$ cat src/rtl/lcd_nibble_monitor.sv
// lcd_nibble_monitor
// Passive receiver for the HD44780 4-bit write interface. It samples the LCD
// pins, follows the 3,3,3,2 power-up sync, pairs nibbles into bytes and tracks
// the DDRAM address.
// Optional feature: define LCD_SHADOW_EN to keep a 16-character line shadow
// readable through RdIdx/RdChar. Without it, RdChar is constant 0x00.
module lcd_nibble_monitor (
  input  logic        Clk,
  input  logic        Rst,
  input  logic [11:8] LCD_Data,
  input  logic        LCD_E,
  input  logic        LCD_RS,
  input  logic        LCD_RW,
  input  logic [3:0]  RdIdx,
  output logic [7:0]  ByteValue,
  output logic        ByteIsData,
  output logic        ByteValid,
  output logic        Synced,
  output logic [6:0]  Addr,
  output logic        ClearSeen,
  output logic        ProtoErr,
  output logic [7:0]  RdChar
);

  typedef enum logic [1:0] {S_BOOT, S_WANT2, S_HIGH, S_LOW} state_t;

  // two-flop input stage plus registered falling-edge event
  logic       r_s1_e, r_s1_rs, r_s1_rw;
  logic [3:0] r_s1_d;
  logic       r_s2_e, r_s2_rs, r_s2_rw;
  logic [3:0] r_s2_d;
  logic       r_edge, r_rs;
  logic [3:0] r_nib;

  // decoder state and registered outputs
  state_t     r_state, w_state_next;
  logic [1:0] r_cnt, w_cnt_next;
  logic [3:0] r_hi_nib, w_hi_nib_next;
  logic       r_hi_rs, w_hi_rs_next;
  logic [7:0] r_byte, w_byte_next;
  logic       r_is_data, w_is_data_next;
  logic       r_valid, w_valid_next;
  logic       r_synced, w_synced_next;
  logic [6:0] r_addr, w_addr_next;
  logic       r_clear, w_clear_next;
  logic       r_perr, w_perr_next;
  logic       w_shadow_we, w_shadow_clr;
  logic [7:0] w_byte;

  assign w_byte = {r_hi_nib, r_nib};

  // synchronise pins; an edge is E high in stage 2 and low in stage 1, and
  // edges belonging to read cycles are dropped right here
  always_ff @(posedge Clk) begin
    if (Rst) begin
      r_s1_e  <= 1'b0; r_s1_rs <= 1'b0; r_s1_rw <= 1'b0; r_s1_d <= 4'h0;
      r_s2_e  <= 1'b0; r_s2_rs <= 1'b0; r_s2_rw <= 1'b0; r_s2_d <= 4'h0;
      r_edge  <= 1'b0; r_rs    <= 1'b0; r_nib   <= 4'h0;
    end else begin
      r_s1_e  <= LCD_E;  r_s1_rs <= LCD_RS; r_s1_rw <= LCD_RW; r_s1_d <= LCD_Data;
      r_s2_e  <= r_s1_e; r_s2_rs <= r_s1_rs; r_s2_rw <= r_s1_rw; r_s2_d <= r_s1_d;
      r_edge  <= r_s2_e & ~r_s1_e & ~r_s2_rw;
      r_rs    <= r_s2_rs;
      r_nib   <= r_s2_d;
    end
  end

  // state and output registers
  always_ff @(posedge Clk) begin
    if (Rst) begin
      r_state   <= S_BOOT;
      r_cnt     <= 2'd0;
      r_hi_nib  <= 4'h0;
      r_hi_rs   <= 1'b0;
      r_byte    <= 8'h00;
      r_is_data <= 1'b0;
      r_valid   <= 1'b0;
      r_synced  <= 1'b0;
      r_addr    <= 7'h00;
      r_clear   <= 1'b0;
      r_perr    <= 1'b0;
    end else begin
      r_state   <= w_state_next;
      r_cnt     <= w_cnt_next;
      r_hi_nib  <= w_hi_nib_next;
      r_hi_rs   <= w_hi_rs_next;
      r_byte    <= w_byte_next;
      r_is_data <= w_is_data_next;
      r_valid   <= w_valid_next;
      r_synced  <= w_synced_next;
      r_addr    <= w_addr_next;
      r_clear   <= w_clear_next;
      r_perr    <= w_perr_next;
    end
  end

  // next-state: boot sync, nibble pairing and command/data decode
  always_comb begin
    w_state_next   = r_state;
    w_cnt_next     = r_cnt;
    w_hi_nib_next  = r_hi_nib;
    w_hi_rs_next   = r_hi_rs;
    w_byte_next    = r_byte;
    w_is_data_next = r_is_data;
    w_valid_next   = 1'b0;
    w_synced_next  = r_synced;
    w_addr_next    = r_addr;
    w_clear_next   = 1'b0;
    w_perr_next    = 1'b0;
    w_shadow_we    = 1'b0;
    w_shadow_clr   = 1'b0;
    if (r_edge) begin
      case (r_state)
        S_BOOT: begin
          if (r_nib == 4'h3) begin
            if (r_cnt == 2'd2) begin
              w_state_next = S_WANT2;
              w_cnt_next   = 2'd0;
            end else begin
              w_cnt_next = r_cnt + 2'd1;
            end
          end else begin
            w_cnt_next = 2'd0;
          end
        end
        S_WANT2: begin
          if (r_nib == 4'h2) begin
            w_synced_next = 1'b1;
            w_state_next  = S_HIGH;
          end else if (r_nib != 4'h3) begin
            w_state_next = S_BOOT;
            w_cnt_next   = 2'd0;
          end
        end
        S_HIGH: begin
          w_hi_nib_next = r_nib;
          w_hi_rs_next  = r_rs;
          w_state_next  = S_LOW;
        end
        default: begin
          w_state_next = S_HIGH;
          if (r_rs == r_hi_rs) begin
            w_byte_next    = w_byte;
            w_is_data_next = r_rs;
            w_valid_next   = 1'b1;
            if (r_rs) begin
              // shadow write uses the pre-increment address
              w_shadow_we = (r_addr[6:4] == 3'd0);
              w_addr_next = r_addr + 7'd1;
            end else if (w_byte == 8'h01) begin
              w_addr_next  = 7'h00;
              w_clear_next = 1'b1;
              w_shadow_clr = 1'b1;
            end else if (w_byte[7]) begin
              w_addr_next = w_byte[6:0];
            end
          end else begin
            w_perr_next = 1'b1;
          end
        end
      endcase
    end
  end

  assign ByteValue  = r_byte;
  assign ByteIsData = r_is_data;
  assign ByteValid  = r_valid;
  assign Synced     = r_synced;
  assign Addr       = r_addr;
  assign ClearSeen  = r_clear;
  assign ProtoErr   = r_perr;

`ifdef LCD_SHADOW_EN
  logic [7:0] r_shadow [16];

  for (genvar gi = 0; gi < 16; gi++) begin : g_shadow
    // one shadow cell: blank on reset/clear, capture data written at its address
    always_ff @(posedge Clk) begin
      if (Rst || w_shadow_clr) begin
        r_shadow[gi] <= 8'h20;
      end else if (w_shadow_we && (r_addr[3:0] == 4'(gi))) begin
        r_shadow[gi] <= w_byte;
      end
    end
  end

  assign RdChar = r_shadow[RdIdx];
`else
  logic w_unused_ok;
  assign w_unused_ok = ^{RdIdx, w_shadow_we, w_shadow_clr};
  assign RdChar      = 8'h00;
`endif

endmodule

$ cat config.mk
export PLATFORM = sky130hd
export DESIGN_NAME = lcd_nibble_monitor
export DESIGN_NICKNAME = d
export VERILOG_FILES = /design/src/rtl/lcd_nibble_monitor.sv
export SDC_FILE = /design/constraint.sdc
export NUM_CORES = 1
export LEC_CHECK = 0
export CELL_PAD_IN_SITES_DETAIL_PLACEMENT = 1
export CELL_PAD_IN_SITES_GLOBAL_PLACEMENT = 1
export CORE_MARGIN = 2
export CORE_UTILIZATION = 38
export CTS_CLUSTER_DIAMETER = 40
export CTS_CLUSTER_SIZE = 16
export DETAILED_ROUTE_END_ITERATION = 16
export GPL_ROUTABILITY_DRIVEN = 0
export PLACE_DENSITY = 0.76
export SYNTH_ARGS = -nofsm -noshare
export SYNTH_HDL_FRONTEND = slang
export SYNTH_SLANG_ARGS = --single-unit
$ cat constraint.sdc
create_clock -name Clk -period 2.05 [get_ports Clk]
set_input_delay 0.41 -clock Clk [delete_from_list [all_inputs] [get_ports Clk]]
set_output_delay 0.41 -clock Clk [all_outputs]
set_load 0.005 [all_outputs]
==> results.py, run 1 <==
metrics = {
    "outcome": {
        "status": "completed",
    },
    "power": {
        "p_clk_share_pct": 43.6,
        "pwr_density_cell_mw_per_mm2": 744,
        "netSwitchingFraction_pct": 20.4,
        "total_power_mw": 1.89,
        "power_frac_comb_pct": 4.4,
        "switchingPower_mw": 0.385,
        "leakagePower_nw": 0.889,
        "p_int_mw": 1.50,
        "peakVddDrop_mv": 0.406,
        "pwr-share-seq_pct": 52.0,
    },
    "grt": {
        "grt_max_degree": 46,
        "gr-total-overflow": 0,
        "grt_pass1_vias": 1626,
        "grt_pass1_wl_mm": 8.00,
        "grt_usage_pct": 16.6,
        "antenna_found_initial": 0,
    },
    "setup_path": {
        "crit_cells": 4,
        "cpPeakStageDelay_ns": 0.60,
        "reg2reg_slack_ns": 0.27,
        "required_ns": 2.23,
        "slowest_stage": "or4_4",
        "r2r_cells": 4,
        "start_kind": "register",
        "path_cells": "or4_4 -> o21a_1 -> a211oi_1 -> o32ai_1",
        "path_buf_inv": 0,
        "path_max_fanout": 8,
        "critical_path_arrival_ns": 1.95,
        "path_class": "reg -> reg",
        "cp_top_family": "compound AO/OA/AOI/OAI gates",
        "crit_path_end_kind": "register",
    },
    "flow_run": {
        "drv_cap": 0,
    },
    "timing": {
        "hold_viol_final": 0,
        "setup_viol": 0,
        "slew_violations": 0,
        "timing.final.crit_share_pct": 86.8,
        "period_minus_slack_ns": 1.78,
        "setup_tns_ns": 0,
        "fmax_mhz": 562,
        "rsz0062_at_grt": "false",
        "fin_ws_ns": 0.271,
        "worst_clock_skew_ns": 0.00702,
    },
    "detailed_routing": {
        "post_drt_wl_per_cell_um": 14.2,
        "drt-initial-drc-count": 59,
        "drtAntennaViolNets": 0,
        "routed_wl_mm": 4.64,
        "vias_per_cell": 5.14,
        "vias": 1687,
        "drt-pass1-iter-count": 4,
        "drc_errors": 0,
    },
    "final_layout": {
        "syn2layout_area_growth_pct": 23.3,
        "drive_gt1_share_pct": 8.14,
        "nets": 275,
        "fin_area_sq_mm": 0.00254,
        "antennaDiodeCount": 0,
    },
    "clock_network": {
        "cts_setup_buffers": 0,
        "cts-resized-gates": 0,
        "cts_buffers": 5,
        "cts_hold_buf": 0,
        "clockBufferDepth": 2,
        "path_clk_slew_ns": 0.09,
        "clk_latency_ns": 0.30,
        "h-tree-depth": 2,
        "cts_root_buffer": "clkbuf_8",
        "cts_tree": "yes",
        "clock-sinks": 49,
    },
    "synthesis": {
        "syn_area_sq_mm": 0.00206,
        "ys_async_sr_fraction_pct": 0,
        "synthCells": 227,
        "avgSynthCellArea_sq_um": 9.07,
        "ys_seq_area_share_pct": 47.6,
        "ys_seq_elements": 49,
        "ys.flop_type": "dfxtp_1",
        "yosys_warnings": 0,
        "synth_edf_count": 0,
        "synth.distinct_cells": 44,
    },
    "min_path": {
        "hold_depth": 1,
        "hold_class": "reg -> reg",
    },
    "place": {
        "portBuffers": 28,
        "placed_cell_area_sq_mm": 0.00240,
        "hpwlAfterDp_mm": 3.25,
        "post-place-ws_ns": 0.257,
    },
    "floorplan": {
        "die_h_um": 77.6,
        "fp-row-count": 26,
        "dieArea_sq_mm": 0.00602,
        "fp.coreArea_sq_mm": 0.00517,
        "start_util_pct": 39.8,
        "pin_count": 41,
        "die_x_um": 77.6,
    },
}
==> power by group through the flow <==
| stage | clock [mW] | sequential (mW) | combinational [mW] |
|---|---|---|---|
| floorplan | 0 | 0.999 | 0.0624 |
| CTS | 0.848 | 0.982 | 0.0841 |
| finish | 0.823 | 0.982 | 0.0831 |
| global placement | 0 | 1.00 | 0.0829 |
| global route | 0.894 | 0.984 | 0.0928 |
| detailed placement | 0 | 1.00 | 0.0838 |
==> stage by stage <==
step	std cells	hold slack, ns	utilization [%]
floorplan	234	0.374	-
global placement	320	0.383	46.4
detailed placement	320	0.384	46.4
CTS	328	0.398	49.1
global route	328	0.408	49.1
finish	328	0.396	49.1
==> placed cells by master (no fill, tap or decap), drive strengths merged, types with 6 or more instances in the layout <==
| cell | n |
|---|---|
| clkdlybuf4s50 | 28 |
| nor2 | 12 |
| nand2b | 6 |
| nand3 | 8 |
| inv | 7 |
| nor2b | 20 |
| o21ai | 8 |
| dfxtp | 49 |
| a21oi | 20 |
| buf | 8 |
| conb | 8 |
| nand2 | 27 |
==> Yosys cell counts (all sizes together), types with 2 or more instances <==
master	count	area [sq um]
nor2b	20	125
nor4b	2	17.5
o21ai	8	51.3
nor4	4	25.0
buf	10	76.3
o32ai	5	43.8
nand3	8	40.0
a311oi	3	26.3
mux2i	3	30.0
and3	4	25.0
clkbuf	8	30.0
or4	5	41.3
dfxtp	49	981
inv	6	22.5
nor3	2	10.0
nor2	12	45.0
ha	5	62.6
nand2b	6	37.5
nand2	27	104
a21oi	20	100
a211oi	2	15.0
==> cells by family after synthesis <==
family / Yosys count / share of synthesized area [%]
muxes: 3 / 1.46
adders and majority gates: 5 / 3.04
other: 1 / 0.182
DFF: 49 / 47.6
and+or+nand+nor: 95 / 25.0
buffers and inverters: 26 / 7.17
AOI/OAI and AO/OA: 46 / 14.6
xor gates and xnor gates: 2 / 0.851
==> worst paths after layout <==
| kind | startpoint | end |
|---|---|---|
| hold reg to reg | r_s2_rw | r_edge |
| setup reg to reg | r_nib[1] | Addr[3] |
| hold / removal | r_s2_rw | r_edge |
| setup / recovery | r_nib[1] | Addr[3] |
==> worst reg2reg max path, cell delays in order (launching register included) <==
cell and delay (ns):
dfxtp_1 0.41, or4_4 0.60, o21a_1 0.22, a211oi_1 0.28, o32ai_1 0.15
==> sequential cells by signal, summed over array words and instances (netlist names), 2 cells and up <==
signal / count
r_hi_nib: 4
Addr: 7
r_state: 2
r_nib: 4
r_s2_d: 4
r_cnt: 2
ByteValue: 8
r_s1_d: 4
==> metal layers <==
layer | wire, um | vias to the layer above | share of wire (%) | GRT usage (%)
met5 | 0 | - | 0 | 0
met4 | 90 | 0 | 1.9 | 7.32
met3 | 134 | 9 | 2.9 | 3.14
met2 | 2200 | 34 | 47 | 27.2
met1 | 2220 | 813 | 48 | 21.2
li1 | - | 831 | - | -
==> final cells by class <==
class | instances | area [sq um]
sequential | 49 | 981
clock inverter | 3 | 68.8
timing repair buffer | 36 | 353
fill | 598 | 2630
tap | 70 | 87.6
multi-input combinational | 159 | 957
inverter | 6 | 22.5
clock buffer | 5 | 68.8
Power figures use the tool's default switching activity.
==> run 2, diff against run 1 <==
--- a/config.mk
+++ b/config.mk
@@ -6,14 +6,15 @@
 export NUM_CORES = 1
 export LEC_CHECK = 0
 export CELL_PAD_IN_SITES_DETAIL_PLACEMENT = 1
-export CELL_PAD_IN_SITES_GLOBAL_PLACEMENT = 1
+export CELL_PAD_IN_SITES_GLOBAL_PLACEMENT = 2
 export CORE_MARGIN = 2
-export CORE_UTILIZATION = 38
+export CORE_UTILIZATION = 30
 export CTS_CLUSTER_DIAMETER = 40
 export CTS_CLUSTER_SIZE = 16
 export DETAILED_ROUTE_END_ITERATION = 16
 export GPL_ROUTABILITY_DRIVEN = 0
-export PLACE_DENSITY = 0.76
+export PLACE_DENSITY = 0.75
 export SYNTH_ARGS = -nofsm -noshare
 export SYNTH_HDL_FRONTEND = slang
 export SYNTH_SLANG_ARGS = --single-unit
+export TNS_END_PERCENT = 1
==> results.py, run 2 (same netlist as run 1, synthesis figures left out) <==
metrics = {
    "grt": {
        "gr-total-overflow": 0,
        "grt_pass1_vias": 1508,
        "grt_pass1_wl_mm": 7.71,
        "grt_usage_pct": 13.1,
        "grt_max_degree": 44,
        "antenna_found_initial": 0,
    },
    "outcome": {
        "status": "completed",
    },
    "timing": {
        "fmax_mhz": 560,
        "period_minus_slack_ns": 1.79,
        "worst_clock_skew_ns": 0.00504,
        "setup_tns_ns": 0,
        "fin_hold_ws_ns": 0.402,
        "rsz0062_at_grt": "false",
        "slew_violations": 0,
        "timing.final.crit_share_pct": 87.2,
        "hold_viol_final": 0,
        "setup_viol": 0,
    },
    "clock_network": {
        "cts_buffers": 5,
        "clockBufferDepth": 2,
        "cts_tree": "yes",
        "cts_setup_buffers": 0,
        "clk_latency_ns": 0.30,
        "h-tree-depth": 2,
        "clock-sinks": 49,
        "cts-resized-gates": 0,
        "path_clk_slew_ns": 0.09,
        "cts_root_buffer": "clkbuf_8",
        "cts_hold_buf": 0,
    },
    "power": {
        "pwr_density_cell_mw_per_mm2": 657,
        "leakagePower_nw": 0.865,
        "peakVddDrop_mv": 0.332,
    },
    "final_layout": {
        "drive_gt1_share_pct": 8.14,
        "fillers": 803,
        "layout_common_cells": "dfxtp_1 (49), clkdlybuf4s50_1 (28), nand2_1 (26), nor2b_1 (20), a21oi_1 (20)",
        "final_common_cell": "dfxtp_1",
        "antennaDiodeCount": 0,
        "largest_register_ffs": 8,
        "nets": 275,
        "fin_area_sq_mm": 0.00250,
        "syn2layout_area_growth_pct": 21.6,
        "final_core_util_pct": 37.3,
    },
    "floorplan": {
        "fp-row-count": 30,
        "fp.coreArea_sq_mm": 0.00672,
        "die_h_um": 86.9,
        "die_x_um": 86.9,
        "dieArea_sq_mm": 0.00754,
        "pin_count": 41,
        "start_util_pct": 30.7,
    },
    "min_path": {
        "hold_class": "reg -> reg",
        "hp-start": "r_s2_rw",
    },
    "setup_path": {
        "r2r-start": "r_nib[1]",
        "path_buf_inv": 0,
        "path_cells": "or4_4 -> o21ai_4 -> nand2_2 -> o32ai_1",
        "cp_top_family": "simple AND/OR/NAND/NOR gates",
        "path_max_fanout": 8,
        "required_ns": 2.26,
        "cpPeakStageDelay_ns": 0.61,
        "critical_path_arrival_ns": 2.00,
        "crit_path_end_kind": "register",
        "slowest_stage": "or4_4",
        "startpoint": "r_nib[1]",
        "start_kind": "register",
        "path_class": "reg -> reg",
    },
    "place": {
        "portBuffers": 28,
        "placed_cell_area_sq_mm": 0.00241,
        "hpwlAfterDp_mm": 3.30,
    },
    "detailed_routing": {
        "drc_errors": 0,
        "drt-initial-drc-count": 62,
        "drtAntennaViolNets": 0,
        "drt-pass1-iter-count": 4,
        "routed_wl_mm": 4.55,
        "vias_per_cell": 4.87,
        "vias": 1646,
        "post_drt_wl_per_cell_um": 13.5,
    },
    "flow_run": {
        "drv_cap": 0,
    },
}
## run 2: cell count changes in the layout (fill, tap and decap cells not counted), sizes merged
cell,change
clkinv,+1
bufinv,-2
clkinvlp,+1
## run 2: power by group
group	internal, mW	total [mW]	leakage (nW)	switching [mW]
Clock	0.243	0.580	0.0445	0.337
Combinational	0.0434	0.0834	0.422	0.0400
Sequential	0.969	0.981	0.398	0.0124
## run 2: path summary, 6_finish.rpt
| check | slack [ns] | depth (start not counted) | end |
|---|---|---|---|
| max | 0.26 | 4 | Addr[5] |
| min | 0.40 | 1 | r_edge |
| max reg2reg | 0.26 | 4 | Addr[5] |
| min reg2reg | 0.40 | 1 | r_edge |
## run 2: area by class of cell
class	count	area, sq um	share of cell area [%]
Inverter	6	22.5	0.900
Timing Repair Buffer	36	353	14.1
Multi-Input combinational cell	159	957	38.2
Tap cell	80	100	4.00
Clock inverter	3	21.3	0.850
Sequential cell	49	981	39.2
Clock buffer	5	68.8	2.75
## run 2: routing by layer
layer | part of all wire, % | track usage [%] | wire [um] | vias up
met5 | 0 | 0 | 0 | -
met1 | 51 | 18.9 | 2320 | 784
met3 | 3.4 | 2.84 | 155 | 4
met2 | 44 | 19.2 | 2010 | 28
li1 | - | - | - | 830
met4 | 1.5 | 4.69 | 66 | 0
## run 2: worst register-to-register path: cells and delay by family (launching register included)
kind	cells	cell delay (ns)
simple gates	2	0.75
flops	1	0.42
compound gates	2	0.53
## run 2: metrics by stage
step	worst slack [ns]	power, mW	std cells
6_report	0.263	1.64	338
5_1_grt	0.165	1.73	338
4_1_cts	0.266	1.67	338
3_5_place_dp	0.236	1.09	330
3_3_place_gp	0.243	1.09	330
2_1_floorplan	0.469	1.06	234
